**src/rtl/regfile_pkg.sv**
```systemverilog
// regfile_pkg: shared defaults and the address-width helper for the register file.
package regfile_pkg;
    localparam int DEF_WIDTH = 32;
    localparam int DEF_DEPTH = 32;
    localparam int DEF_NRD   = 2;
    // Returns at least 1 so a single-entry file still has a usable address port.
    function automatic int clog2(input int v);
        int r = 0;
        while ((1 << r) < v) r++;
        return (r < 1) ? 1 : r;
    endfunction
endpackage

```
**src/rtl/regfile_nr1w_word.sv**
```systemverilog
// regfile_word: one WIDTH-bit register with per-byte write enable.
//   clk, reset (async, active-high), we_i, wbe_i (byte enables), wdata_i, q_o (stored word)
module regfile_word
    import regfile_pkg::*;
#(
    parameter int  WIDTH = DEF_WIDTH,
    localparam int NB    = WIDTH / 8
) (
    input  logic             clk,
    input  logic             reset,
    input  logic             we_i,
    input  logic [NB-1:0]    wbe_i,
    input  logic [WIDTH-1:0] wdata_i,
    output logic [WIDTH-1:0] q_o
);
    logic [WIDTH-1:0] q_q, q_d;
    always_comb begin
        q_d = q_q;
        for (int b = 0; b < NB; b++)
            if (we_i && wbe_i[b]) q_d[8*b +: 8] = wdata_i[8*b +: 8];
    end
    always_ff @(posedge clk or posedge reset)
        if (reset) q_q <= '0;
        else       q_q <= q_d;
    assign q_o = q_q;
endmodule

```
**src/rtl/regfile_nr1w.sv**
```systemverilog
// regfile_nr1w: NRD-read / 1-write register file with byte enables, write-through bypass and range errors.
//   clk, reset (async, active-high); write: we, waddr, wdata, wbe -> wr_err pulse for out-of-range writes
//   read (per port p): rd_en[p], raddr[p*AW +: AW] -> registered rd_data[p*WIDTH +: WIDTH], rd_valid[p], rd_err[p]
module regfile_nr1w
    import regfile_pkg::*;
#(
    parameter int  WIDTH    = DEF_WIDTH,
    parameter int  DEPTH    = DEF_DEPTH,
    parameter int  NRD      = DEF_NRD,
    parameter int  ZERO_REG = 1,
    localparam int AW       = clog2(DEPTH),
    localparam int NB       = WIDTH / 8
) (
    input  logic                 clk,
    input  logic                 reset,
    input  logic                 we,
    input  logic [AW-1:0]        waddr,
    input  logic [WIDTH-1:0]     wdata,
    input  logic [NB-1:0]        wbe,
    input  logic [NRD-1:0]       rd_en,
    input  logic [NRD*AW-1:0]    raddr,
    output logic [NRD*WIDTH-1:0] rd_data,
    output logic [NRD-1:0]       rd_valid,
    output logic [NRD-1:0]       rd_err,
    output logic                 wr_err
);
    localparam logic [AW:0] LIM = (AW+1)'(DEPTH);
    genvar i, p, b;
    // The array spans the whole address space; slots past DEPTH and the zero
    // register are tied to zero, so out-of-range reads return zero for free.
    logic [WIDTH-1:0] mem [2**AW];
    for (i = 0; i < 2**AW; i++) begin : g_mem
        if (i >= DEPTH || (ZERO_REG != 0 && i == 0)) begin : g_zero
            assign mem[i] = '0;
        end else begin : g_word
            regfile_word #(.WIDTH(WIDTH)) u_word (
                .clk     (clk),
                .reset   (reset),
                .we_i    (we && waddr == AW'(i)),
                .wbe_i   (wbe),
                .wdata_i (wdata),
                .q_o     (mem[i])
            );
        end
    end
    logic wr_err_q, wr_err_d;
    assign wr_err_d = we && |wbe && ({1'b0, waddr} >= LIM);
    always_ff @(posedge clk or posedge reset)
        if (reset) wr_err_q <= 1'b0;
        else       wr_err_q <= wr_err_d;
    assign wr_err = wr_err_q;
    for (p = 0; p < NRD; p++) begin : g_rd
        logic [AW-1:0]    addr;
        logic             in_range, hit;
        logic [WIDTH-1:0] merged, data_d, data_q;
        logic             valid_q, err_q;
        assign addr     = raddr[p*AW +: AW];
        assign in_range = {1'b0, addr} < LIM;
        // Bypass only into real storage: never the zero register, never past DEPTH.
        assign hit      = we && waddr == addr && in_range && !(ZERO_REG != 0 && addr == '0);
        for (b = 0; b < NB; b++) begin : g_byte
            assign merged[8*b +: 8] = (hit && wbe[b]) ? wdata[8*b +: 8] : mem[addr][8*b +: 8];
        end
        assign data_d = rd_en[p] ? merged : data_q;
        always_ff @(posedge clk or posedge reset)
            if (reset) begin
                data_q  <= '0;
                valid_q <= 1'b0;
                err_q   <= 1'b0;
            end else begin
                data_q  <= data_d;
                valid_q <= rd_en[p];
                err_q   <= rd_en[p] && !in_range;
            end
        assign rd_data[p*WIDTH +: WIDTH] = data_q;
        assign rd_valid[p]               = valid_q;
        assign rd_err[p]                 = err_q;
    end
endmodule
```
**config.mk**
```make
export PLATFORM = sky130hd
export DESIGN_NAME = regfile_nr1w
export DESIGN_NICKNAME = d
export VERILOG_FILES = /design/src/rtl/regfile_pkg.sv /design/src/rtl/regfile_nr1w_word.sv /design/src/rtl/regfile_nr1w.sv
export SDC_FILE = /design/constraint.sdc
export NUM_CORES = 2
export LEC_CHECK = 0
export CELL_PAD_IN_SITES_DETAIL_PLACEMENT = 0
export CELL_PAD_IN_SITES_GLOBAL_PLACEMENT = 1
export CORE_ASPECT_RATIO = 0.9
export CORE_MARGIN = 2
export CORE_UTILIZATION = 52
export CTS_CLUSTER_SIZE = 24
export DETAILED_ROUTE_END_ITERATION = 16
export PLACE_DENSITY_LB_ADDON = 0.1
export SYNTH_ARGS = -nofsm -noshare
export SYNTH_HDL_FRONTEND = slang
export SYNTH_HIERARCHICAL = 1
export SYNTH_SLANG_ARGS = --single-unit
```
**constraint.sdc**
```tcl
create_clock -name clk -period 2.35 [get_ports clk]
set_input_delay 0.235 -clock clk [delete_from_list [all_inputs] [get_ports clk]]
set_output_delay 0.235 -clock clk [all_outputs]
set_load 0.02 [all_outputs]
```
==> results.py <==
metrics = {
    "pwr": {
        "p_sw_share_pct": 28.7,
        "p_clk_share_pct": 36.3,
        "p_sw_mw": 14.7,
        "p_seq_share_pct": 44.1,
        "p_int_mw": 36.6,
        "max-vdd-ir-drop_uv": 673,
        "fin_total_pwr_mw": 51.3,
        "p_leak_nw": 31.3,
        "combPwrFrac_pct": 19.6,
        "p_per_area_mw_per_mm2": 754,
    },
    "yosys": {
        "netlist_area_mm2": 0.0566,
        "syn_inst": 4026,
        "ys_ff_latch": 1058,
        "synth_edf_count": 0,
        "synth_cell_types": 71,
        "synthArstFlopShare_pct": 100,
        "synth-main-ff-cell": "dfrtp_1",
        "ys_warn_count": 6,
        "synth-seq-area-share_pct": 46.8,
        "synth.avg_cell_area_um2": 14.1,
    },
    "global_route": {
        "grt_pass1_wl_um": 321000,
        "grt_antenna_before_repair": 16,
        "track_usage_pct": 41.2,
        "grt-ovfl-total": 0,
        "grt_pass1_vias": 42100,
        "grt_max_degree": 44,
    },
    "sta": {
        "max_slew_margin_pct": 16.0,
        "worst_slack_ns": 0.197,
        "fin_crit_sh_pct": 91.6,
        "finalSetupViolCount": 0,
        "fin_skew_ns": 0.0289,
        "worst_pin_slew_ns": 1.26,
        "maxSlewViolCount": 0,
        "rsz0062_at_grt": "false",
        "max_freq_mhz": 464,
        "finalHoldViolations": 0,
        "fin_crit_ns": 2.15,
    },
    "cells_and_area": {
        "fin_nets": 4639,
        "seqCellArea_mm2": 0.0265,
        "drive_gt1_share_pct": 50.9,
        "multi_input_area_mm2": 0.0288,
        "layout_commonest_cell": "mux2_2",
        "final_cell_mix": "mux2_2, dfrtp_1, buf_4",
        "fillCellCount": 8395,
        "final_cells": 6130,
        "area_growth_pct": 20.3,
    },
    "routing": {
        "postRouteAntennaNets": 0,
        "via_per_inst": 6.89,
        "drcViolationCount": 0,
        "wirelength_um": 227000,
        "wl_per_cell_um": 37.1,
        "vias": 42200,
        "first_iter_violations": 5122,
        "dr.pass1.iters": 8,
    },
    "worst_setup_path": {
        "crit_family": "buffers and inverters",
        "crit_buf_inv": 1,
        "crit_type": "reg -> out",
        "required_ns": 2.12,
        "crit_chain": "clkdlybuf4s50_1",
        "end_kind": "output port",
        "arrival_ns": 1.92,
        "startpoint_type": "flop",
        "slowest_stage": "clkdlybuf4s50_1",
        "crit_path_max_fanout": 2,
        "critPathMaxStageDelay_ns": 0.67,
    },
    "die": {
        "die_w_um": 352,
        "start_util_pct": 52.5,
        "die_h_um": 317,
        "io_pins": 125,
        "std_cell_rows": 114,
        "dieArea_mm2": 0.111,
        "core_mm2": 0.108,
    },
    "place": {
        "port_buffers": 121,
        "pre_cts_slack_ns": -0.334,
        "dp_hpwl_um": 162000,
        "dp_cells": 5914,
        "place.gp.congestion": 0.974,
    },
    "clock_network": {
        "clock-sinks": 1058,
        "cts_post_setup_buffers_inserted": 0,
        "clockBufferDepth": 3,
        "cts_root_buffer": "clkbuf_16",
        "clk_pin_slew_worst_paths_ns": 0.07,
        "numCtsBuffers": 114,
        "htree_num_levels": 3,
        "clock_latency_ns": 0.76,
        "cts_tree": "built",
    },
    "min_path": {
        "hp-class": "in -> reg",
    },
    "status": {
        "outcome": "finished, final reports clean",
    },
    "flow_run": {
        "drv_cap": 0,
    },
}
## registers in the layout, summed over array words and instances (netlist names)
name / cells
g_rd.valid_q: 2
g_mem.g_word.u_word/q_o: 992
g_rd.data_q: 64
## path summary, 6_finish.rpt
check / cells past startpoint / from / slack [ns] / end
max in group asynchronous: 4 / reset / 0.88 / g_mem[5].g_word.u_word/q_o[19]$_DFFE_PP0P_
hold / removal: 6 / wbe[0] / 0.14 / g_rd[1].data_q[4]$_DFFE_PP0P_
setup reg to reg: 4 / g_mem[15].g_word.u_word/q_o[22]$_DFFE_PP0P_ / 0.28 / g_rd[0].data_q[22]$_DFFE_PP0P_
min in group asynchronous: 3 / reset / 0.59 / g_mem[4].g_word.u_word/q_o[6]$_DFFE_PP0P_
hold reg to reg: 1 / g_rd[0].data_q[26]$_DFFE_PP0P_ / 0.52 / g_rd[0].data_q[26]$_DFFE_PP0P_
setup / recovery: 1 / g_rd[1].data_q[22]$_DFFE_PP0P_ / 0.20 / rd_data[54]
## kinds of logic after synthesis
family | count (synthesis) | synth area share [%]
simple gates | 467 | 4.66
other cells | 1 | 0.00663
compound gates | 508 | 6.66
xor+xnor | 8 | 0.124
flops | 1058 | 46.8
buf+inv | 277 | 2.56
mux | 1707 | 39.2
## per-layer routing
| metal | vias to the layer above | routed length [µm] | share of wire [%] | global-route usage (%) |
|---|---|---|---|---|
| met5 | - | 101 | 0.044 | 0 |
| met1 | 22400 | 92300 | 41 | 57.4 |
| met3 | 515 | 27900 | 12 | 14.7 |
| met2 | 2429 | 97000 | 43 | 58.9 |
| li1 | 16900 | - | - | - |
| met4 | 16 | 10100 | 4.4 | 16.0 |
## stage by stage
step | instance area [µm²] | util, % | setup TNS [ns] | hold slack (ns)
after floorplan | 56600 | - | 0 | 0.266
after global placement | 64200 | 59.6 | -121.34 | 0.501
after detailed placement | 64200 | 59.6 | -106.58 | 0.505
after CTS | 68100 | 63.2 | 0 | 0.0863
after global routing | 68100 | 63.2 | 0 | 0.154
final | 68100 | 63.2 | 0 | 0.138
## synthesized netlist by cell type, types with 7 or more instances
| master | number | area share, % |
|---|---|---|
| o221ai_1 | 13 | 0.20 |
| buf_1 | 16 | 0.11 |
| dfrtp_1 | 1058 | 47 |
| a21oi_1 | 54 | 0.48 |
| nor4bb_1 | 7 | 0.12 |
| buf_4 | 56 | 0.74 |
| buf_2 | 56 | 0.50 |
| o21ai_0 | 18 | 0.16 |
| nand4_1 | 23 | 0.25 |
| buf_6 | 17 | 0.34 |
| nor2b_1 | 25 | 0.28 |
| o22ai_1 | 79 | 0.87 |
| or4_1 | 31 | 0.41 |
| a211oi_1 | 19 | 0.25 |
| clkbuf_1 | 94 | 0.62 |
| nor3_1 | 10 | 0.088 |
| nand2_2 | 124 | 1.4 |
| a221o_1 | 68 | 1.2 |
| nand2b_1 | 11 | 0.12 |
| mux2_2 | 1141 | 23 |
| nor2_1 | 84 | 0.56 |
| a2bb2oi_1 | 10 | 0.15 |
| a32oi_1 | 9 | 0.14 |
| mux2i_1 | 273 | 4.8 |
| a221oi_1 | 18 | 0.28 |
| o211ai_1 | 13 | 0.17 |
| nand3_1 | 17 | 0.15 |
| inv_1 | 36 | 0.24 |
| a22oi_1 | 119 | 1.6 |
| mux4_2 | 293 | 12 |
| and2_1 | 9 | 0.099 |
| xnor2_1 | 8 | 0.12 |
| nand2_1 | 78 | 0.52 |
| a31oi_1 | 51 | 0.56 |
## power by group through the flow
| stage | logic [mW] | clock network [mW] | registers [mW] |
|---|---|---|---|
| after global placement | 9.66 | 0 | 22.7 |
| after detailed placement | 9.83 | 0 | 22.8 |
| after CTS | 9.88 | 18.8 | 22.5 |
| after global routing | 10.5 | 19.5 | 22.9 |
| after floorplan | 6.00 | 0 | 22.2 |
| final | 10.1 | 18.6 | 22.6 |
## timing repair
item                                   in CTS  in global routing
gates resized for setup                     0                  0
hold buffers                                3                  0
endpoints found under the hold margin      27                  0
## cell type report
type                    instances  area share (%)
well taps                    1450            2.67
flip-flops and latches       1058            38.9
inverters                      37           0.208
diodes                          2         0.00735
clock inverters                41           0.660
repair buffers                679            10.2
clock buffers                 170            4.94
multi-input cells            2693            42.4
Power figures use the tool's default switching activity.
